--- src/rtl/pipe_skid_stage_if.sv ---
// ---------------------------------------------------------------------------
// pipe_skid_stage_if
// Handshake bundle for one pipeline skid stage.
//   in_valid / in_ready / in_data     : upstream valid/ready channel
//   out_valid / out_ready / out_data  : downstream valid/ready channel
//   flush                             : synchronous squash of held beats
//   stall_count                       : saturating backpressure counter
// modport slave  : view of the stage itself
// modport master : view of the logic driving and consuming the stage
// ---------------------------------------------------------------------------
interface pipe_skid_stage_if #(
  parameter int WIDTH     = 64,
  parameter int CNT_WIDTH = 16
);
  logic                 in_valid;
  logic                 in_ready;
  logic [WIDTH-1:0]     in_data;
  logic                 out_valid;
  logic                 out_ready;
  logic [WIDTH-1:0]     out_data;
  logic                 flush;
  logic [CNT_WIDTH-1:0] stall_count;

  modport slave (
    input  in_valid, in_data, out_ready, flush,
    output in_ready, out_valid, out_data, stall_count
  );

  modport master (
    output in_valid, in_data, out_ready, flush,
    input  in_ready, out_valid, out_data, stall_count
  );
endinterface

--- src/rtl/pipe_skid_stage.sv ---
// ---------------------------------------------------------------------------
// pipe_skid_stage
// Two-entry pipeline register (main + skid) that fully decouples upstream
// ready from downstream ready while sustaining one beat per cycle.
// Ports:
//   clock : rising-edge clock
//   reset : asynchronous active-high reset
//   bus   : pipe_skid_stage_if.slave handshake bundle (see interface file)
// Parameters:
//   WIDTH       : payload width
//   RESET_VALUE : bubble payload shown on out_data whenever out_valid=0
//   CNT_WIDTH   : width of the saturating stall counter
// ---------------------------------------------------------------------------
module pipe_skid_stage #(
  parameter int               WIDTH       = 64,
  parameter logic [WIDTH-1:0] RESET_VALUE = {WIDTH{1'b0}},
  parameter int               CNT_WIDTH   = 16
) (
  input logic              clock,
  input logic              reset,
  pipe_skid_stage_if.slave bus
);

  typedef enum logic [1:0] {
    EMPTY = 2'd0,
    BUSY  = 2'd1,
    FULL  = 2'd2
  } state_t;

  state_t               state_q, state_d;
  logic [WIDTH-1:0]     main_q, main_d;
  logic [WIDTH-1:0]     skid_q, skid_d;
  logic                 in_ready_q;
  logic [CNT_WIDTH-1:0] stall_q, stall_d;

  logic out_valid;
  logic accept;
  logic take;

  assign out_valid = (state_q != EMPTY);
  assign accept    = bus.in_valid & in_ready_q;
  assign take      = out_valid & bus.out_ready;

  always_comb begin
    state_d = state_q;
    main_d  = main_q;
    skid_d  = skid_q;

    unique case (state_q)
      EMPTY: begin
        if (accept) begin
          state_d = BUSY;
          main_d  = bus.in_data;
        end
      end
      BUSY: begin
        if (accept && take) begin
          main_d = bus.in_data;
        end else if (accept) begin
          state_d = FULL;
          skid_d  = bus.in_data;
        end else if (take) begin
          // Reload the bubble so out_data shows RESET_VALUE while empty.
          state_d = EMPTY;
          main_d  = RESET_VALUE;
        end
      end
      FULL: begin
        // in_ready is low here, so no new beat can arrive.
        if (take) begin
          state_d = BUSY;
          main_d  = skid_q;
          skid_d  = RESET_VALUE;
        end
      end
      default: begin
        state_d = EMPTY;
        main_d  = RESET_VALUE;
        skid_d  = RESET_VALUE;
      end
    endcase

    // Redirect squash wins over everything, including a same-cycle accept.
    if (bus.flush) begin
      state_d = EMPTY;
      main_d  = RESET_VALUE;
      skid_d  = RESET_VALUE;
    end
  end

  // Backpressure counter keeps running through a flush and sticks at all-ones.
  always_comb begin
    stall_d = stall_q;
    if (out_valid && !bus.out_ready && (stall_q != {CNT_WIDTH{1'b1}})) begin
      stall_d = stall_q + CNT_WIDTH'(1);
    end
  end

  always_ff @(posedge clock or posedge reset) begin
    if (reset) begin
      state_q    <= EMPTY;
      main_q     <= RESET_VALUE;
      skid_q     <= RESET_VALUE;
      in_ready_q <= 1'b0;
      stall_q    <= '0;
    end else begin
      state_q    <= state_d;
      main_q     <= main_d;
      skid_q     <= skid_d;
      // Registered from next state, so no path from out_ready to in_ready.
      in_ready_q <= (state_d != FULL);
      stall_q    <= stall_d;
    end
  end

  assign bus.in_ready    = in_ready_q;
  assign bus.out_valid   = out_valid;
  assign bus.out_data    = main_q;
  assign bus.stall_count = stall_q;

endmodule

--- src/flat_wrapper.sv ---
// flat-port wrapper written by rule: the top's interface ports become plain ports
module pipe_skid_stage_flat 
#(
  parameter int               WIDTH       = 64,
  parameter logic [WIDTH-1:0] RESET_VALUE = {WIDTH{1'b0}},
  parameter int               CNT_WIDTH   = 16
)
  (clock, reset, bus_in_valid, bus_in_data, bus_out_ready, bus_flush, bus_in_ready, bus_out_valid, bus_out_data, bus_stall_count);
  pipe_skid_stage_if #(.WIDTH(WIDTH), .CNT_WIDTH(CNT_WIDTH)) bus_i ();
  input logic clock;
  input logic reset;
  input wire logic [$bits(bus_i.in_valid)-1:0] bus_in_valid;
  input wire logic [$bits(bus_i.in_data)-1:0] bus_in_data;
  input wire logic [$bits(bus_i.out_ready)-1:0] bus_out_ready;
  input wire logic [$bits(bus_i.flush)-1:0] bus_flush;
  output wire logic [$bits(bus_i.in_ready)-1:0] bus_in_ready;
  output wire logic [$bits(bus_i.out_valid)-1:0] bus_out_valid;
  output wire logic [$bits(bus_i.out_data)-1:0] bus_out_data;
  output wire logic [$bits(bus_i.stall_count)-1:0] bus_stall_count;
  assign bus_i.in_valid = bus_in_valid;
  assign bus_i.in_data = bus_in_data;
  assign bus_i.out_ready = bus_out_ready;
  assign bus_i.flush = bus_flush;
  assign bus_in_ready = bus_i.in_ready;
  assign bus_out_valid = bus_i.out_valid;
  assign bus_out_data = bus_i.out_data;
  assign bus_stall_count = bus_i.stall_count;
  pipe_skid_stage #(.WIDTH(WIDTH), .RESET_VALUE(RESET_VALUE), .CNT_WIDTH(CNT_WIDTH)) u_core (.clock(clock), .reset(reset), .bus(bus_i));
endmodule
--- config.mk ---
export PLATFORM = sky130hd
export DESIGN_NAME = pipe_skid_stage_flat
export DESIGN_NICKNAME = d
export VERILOG_FILES = /design/src/rtl/pipe_skid_stage_if.sv /design/src/rtl/pipe_skid_stage.sv /design/src/flat_wrapper.sv
export SDC_FILE = /design/constraint.sdc
export NUM_CORES = 1
export LEC_CHECK = 0
export CAP_MARGIN = 20
export CELL_PAD_IN_SITES_DETAIL_PLACEMENT = 2
export CELL_PAD_IN_SITES_GLOBAL_PLACEMENT = 2
export CORE_MARGIN = 5
export CORE_UTILIZATION = 25
export CTS_BUF_LIST = sky130_fd_sc_hd__clkbuf_2 sky130_fd_sc_hd__clkbuf_4 sky130_fd_sc_hd__clkbuf_8
export CTS_CLUSTER_DIAMETER = 120
export DETAILED_ROUTE_END_ITERATION = 8
export PLACE_DENSITY = 0.62
export SETUP_SLACK_MARGIN = 0.3
export SYNTH_ARGS = -nofsm -noshare
export SYNTH_HDL_FRONTEND = slang
export SYNTH_SLANG_ARGS = --single-unit
--- constraint.sdc ---
create_clock -name clock -period 5.9 [get_ports clock]
set_clock_uncertainty 0.15 [all_clocks]
set_input_delay 1.18 -clock clock [delete_from_list [all_inputs] [get_ports clock]]
set_output_delay 1.18 -clock clock [all_outputs]
set_load 0.01 [all_outputs]
==> Word-level counts from Yosys, hierarchy flattened <==
Index checks and enable logic that the tools add are counted.
{ "classes": {"bitwise": 2, "eq_ne": 11, "n_reduce_logical": 8, "n_addsub": 1, "muxes": 17} }
{ "ops": {"columns": ["cell", "count"], "rows": [
  ["$mux 64", 8],
  ["$pmux 64 s3", 2],
  ["$add 16x1->16 const B", 1],
  ["$ne 16x16->1 const B", 1],
  ["$mux 2", 6],
  ["$ne 3x2->1 const B", 3],
  ["$reduce_and 4->1", 2],
  ["$pmux 2 s3", 1],
  ["$ne 2x2->1 const B", 2],
  ["$ne 4x2->1 const B", 1],
  ["$ne 4x4->1 const B", 1],
  ["$logic_and 1x1->1", 3],
  ["$ne 3x3->1 const B", 1],
  ["$and 1x1->1", 2],
  ["$eq 2x1->1 const B", 1],
  ["$eq 2x2->1 const B", 1],
  ["$logic_not 2->1", 1],
  ["$reduce_bool 2->1", 1],
  ["$logic_not 1->1", 1]
]} }
{ "word_totals": {"inputBits": 69, "register_bits": 147, "word_cells": 44, "output_inout_bits": 82} }

==> Longest topological paths before layout <==
{ "depth": {"depth_word": 8, "mapped_depth": 6, "ltp_nobuf": 5} }

==> Worst setup path before layout <==
OpenSTA, ideal clock, no wires.
{ "synth_timing": {"path_type": "in2reg", "start": "in bus_out_ready", "end": "reg u_core.main_q[0], in the netlist u_core.bus.out_data[0]", "path_slack_ps": 3508, "path_stages": 6, "t_arrival_ps": 2164, "n_path_buf": 2, "required_ps": 5672, "setup_time_ps": 78, "path_cell_list": "buf_4 -> a21oi_1 -> o21ai_1 -> a21oi_2 -> buf_2 -> o2bb2ai_1"} }
{ "synth_via": {"elab_chain_cells": 5, "elab_cells_between_ends": 9, "cone_classes": "eq/ne (3); mux (3); bitwise (1); reduce/logical (2)"} }
{ "synth_lines": {"columns": ["item", "line", "text"], "rows": [
  ["start: declaration", "flat_wrapper.sv:14", "input wire logic [$bits(bus_i.out_ready)-1:0] bus_out_ready;"],
  ["$and 1x1->1 (*)", "pipe_skid_stage.sv:42", "assign take = out_valid & bus.out_ready;"],
  ["$logic_and 1x1->1", "pipe_skid_stage.sv:57", "if (accept && take) begin"],
  ["$mux 64", "pipe_skid_stage.sv:57", null],
  ["$pmux 64 s3", "pipe_skid_stage.sv:49", "unique case (state_q)"],
  ["$mux 64", "pipe_skid_stage.sv:84", "if (bus.flush) begin"],
  ["end signal: assignment", "pipe_skid_stage.sv:108", "main_q <= main_d;"],
  ["end: declaration", "pipe_skid_stage.sv:31", "logic [WIDTH-1:0] main_q, main_d;"]
]} }
Mark *: on every way between the ends. The rest lies on a longest branch, timed or not.
A chain may end at the register's enable or synchronous reset.

==> Worst setup path in the final report <==
{ "layout_timing": {"start": "in bus_out_ready", "end": "reg u_core.main_q[48], in the netlist u_core.bus.out_data[48]"} }
Same word-level chain as after synthesis.

==> reports/results.ini <==
[outcome]
status = complete, no violations

[setup_path]
cp.required_ps = 6110
cp_max_fo = 36
critical-path-max-stage-delay_ps = 780
critPathSlowestCell = a21oi_4
worstPathCellList = clkdlybuf4s50_1, nand3_1, a21oi_4, buf_4, a22oi_1, o2bb2ai_1
startpoint_type = input port
rrSetupSlack_ps = 3330
rr_worst_depth = 4
timing.rr.start = u_core.state_q[1]$_DFF_PP0_
crit_arrival_ps = 3790
rr_endpoint = u_core.bus.out_data[48]$_DFFE_PP0P_
cp-end-kind = register
path_class = in2reg

[floorplan]
die_h_um = 174
start_util_pct = 25.5
rows = 59
core_um2 = 26200
io_pins = 151
die_area_um2 = 30100
die_w_um = 174

[cts]
cts_resized = 0
clkLatencyLatePin_ps = 440
ctsHoldBuffers = 0
numCtsBuffers = 17
htreeDepth = 4
cts_tree = yes
clockRootBuffer = clkbuf_8
clk_pin_slew_ps = 90
cts_buffer_depth = 2
postCtsSetupBuffers = 0
clock-sinks = 147

[power_and_ir_drop]
internal_power_mw = 1.71
pwr_density_cell_nw_per_um2 = 272
ir_drop_uv = 119
seqPwrFrac_pct = 47.7
p_sw_mw = 0.715
combPwrFrac_pct = 18.6
power.clock.fraction_pct = 33.8
power.leakage_nw = 3.85
switching_share_pct = 29.5

[route]
drc = 0
viasPerCell = 4.85
via_count = 5236
antenna_left = 0
drt_iter0_drc = 208
wirelength_um = 21500
wire_per_inst_um = 19.9
dr.pass1.iters = 4

[logic_synthesis]
synth_area_leaders = dfrtp_1 (55%), mux2i_1 (9.6%), o2bb2ai_1 (8.4%), a22oi_1 (7.2%), nand2_1 (4.0%)
syn_inst = 596
synth_ff_type = dfrtp_1
yosysTopAreaCell = dfrtp_1
async_flop_share_pct = 100
synth_nets = 666
synth-warning-count = 0
yosysTopAreaCellShare_pct = 55.0
synth_edf_count = 0
synth_area_um2 = 6690
ys_seq_area_share_pct = 55.0
ys_seq_elements = 147
avgSynthCellArea_um2 = 11.2
synthDistinctLibCells = 41

[timing]
worst_pin_slew_ps = 911
clock.fmax_mhz = 279
slew_viol_final = 0
layout_min_cycle_time_ps = 3590
finalCritPeriodShare_pct = 60.8
fin_setup_tns_ps = 0
slew_headroom_pct = 39.1
setup_viol = 0
grt_setup_unrepaired = false
hold-worst-slack_ps = 348
final-hold-violation-count = 0

[run]
maxCapViolations = 0

[hold_path]
worstHoldPathType = reg2reg
hold_depth = 1
min_to = u_core.bus.out_data[26]$_DFFE_PP0P_
hp-start = u_core.bus.out_data[26]$_DFFE_PP0P_

[grt]
grt_pass1_wl_um = 35000
grt_usage_pct = 14.4
antenna_found_initial = 0
gr-total-overflow = 0
grt_pass1_vias = 6162
grt_max_degree = 83

[placement]
place_hpwl_um = 14200
port_buffers = 150
gp_congestion = 0.738

[final_layout]
area_delta_synth_final_pct = 33.0
drive_gt1_share_pct = 8.05
mostFrequentLayoutCells = clkdlybuf4s50_1 (150), dfrtp_1 (147), nand2_1 (71), inv_1 (67)
layout.nets = 802
final_common_cell = clkdlybuf4s50_1
antenna_cells = 0

==> critical path, delay by kind of cell <==
family | cells | cell delay [ps]
AOI/OAI and AO/OA | 3 | 1120
buffers and inverters | 2 | 1230
and+or+nand+nor | 1 | 230
==> synthesized netlist by cell type, types with 2 or more instances <==
| master | number |
|---|---|
| buf_2 | 26 |
| and4_1 | 2 |
| buf_4 | 10 |
| and3_1 | 3 |
| mux2i_1 | 64 |
| nor3b_1 | 3 |
| nor3_1 | 2 |
| a211oi_1 | 3 |
| a22oi_1 | 64 |
| o2bb2ai_1 | 64 |
| inv_1 | 68 |
| nand3_1 | 4 |
| nand2b_1 | 3 |
| nand2_1 | 72 |
| dfrtp_1 | 147 |
| nor2_1 | 6 |
| a21oi_1 | 8 |
| xor2_1 | 13 |
| clkbuf_1 | 6 |
| nand4_1 | 4 |
| a21oi_2 | 3 |
| nor4b_2 | 2 |
==> stage by stage <==
stage / util [%] / area [um^2] / power (mW) / worst slack (ps) / instances
after floorplan: - / 6690 / 1.38 / 619 / 596
after global placement: 32.4 / 8500 / 1.62 / 2030 / 1048
after detailed placement: 32.4 / 8500 / 1.63 / 1840 / 1048
after CTS: 34.0 / 8900 / 2.48 / 2340 / 1080
after global routing: 34.0 / 8900 / 2.56 / 2170 / 1080
final: 34.0 / 8900 / 2.42 / 2310 / 1080
==> state kept, by name, summed over array words and instances (netlist names) <==
register                count
u_core.bus.in_ready         1
u_core.bus.out_data        64
u_core.state_q              2
u_core.bus.stall_count     16
u_core.skid_q              64
==> power groups by stage <==
stage	sequential [mW]	clock, mW	combinational [mW]
floorplan	1.18	0	0.203
global placement	1.17	0	0.446
detailed placement	1.17	0	0.461
CTS	1.16	0.857	0.463
global route	1.17	0.900	0.494
finish	1.15	0.818	0.450
==> layout make-up <==
class,instances,area [um^2]
Tap cell,335,419
Multi-Input combinational cell,338,2570
Fill cell,2754,17300
Inverter,68,260
Clock inverter,12,129
Timing Repair Buffer,160,1580
Sequential cell,147,3680
Clock buffer,20,269
==> worst max path at each step <==
stage,start,endpoint,slack [ps],depth (start not counted)
after floorplan,reset,u_core.bus.in_ready$_DFF_PP0_,620,1
after global placement,bus_out_ready,u_core.bus.out_data[0]$_DFFE_PP0P_,2030,6
after detailed placement,bus_out_ready,u_core.bus.out_data[61]$_DFFE_PP0P_,1840,6
after CTS,bus_out_ready,u_core.bus.out_data[61]$_DFFE_PP0P_,2340,6
after global routing,bus_out_ready,u_core.bus.out_data[57]$_DFFE_PP0P_,2170,6
final,bus_out_ready,u_core.bus.out_data[48]$_DFFE_PP0P_,2310,6
==> cells by family (layout without fill, tap and decap cells) <==
family          count (synthesis)  count (layout)  synth area share, %
buf+inv                       111             260                 7.29
fa+ha+maj                       1               1                0.187
mux                            65              65                 9.80
xor+xnor                       13              13                 1.70
flops                         147             147                 55.0
simple gates                  110             110                 8.26
compound gates                149             149                 17.8
==> metal layers <==
| layer | vias up | GRT usage [%] | share of wire, % |
|---|---|---|---|
| li1 | 2367 | - | - |
| met1 | 2755 | 18.4 | 45 |
| met2 | 96 | 24.9 | 50 |
| met3 | 18 | 3.16 | 3.6 |
| met4 | 0 | 3.73 | 1.0 |
| met5 | - | 0 | 0 |
No activity file was read; power rests on OpenSTA's default activity.
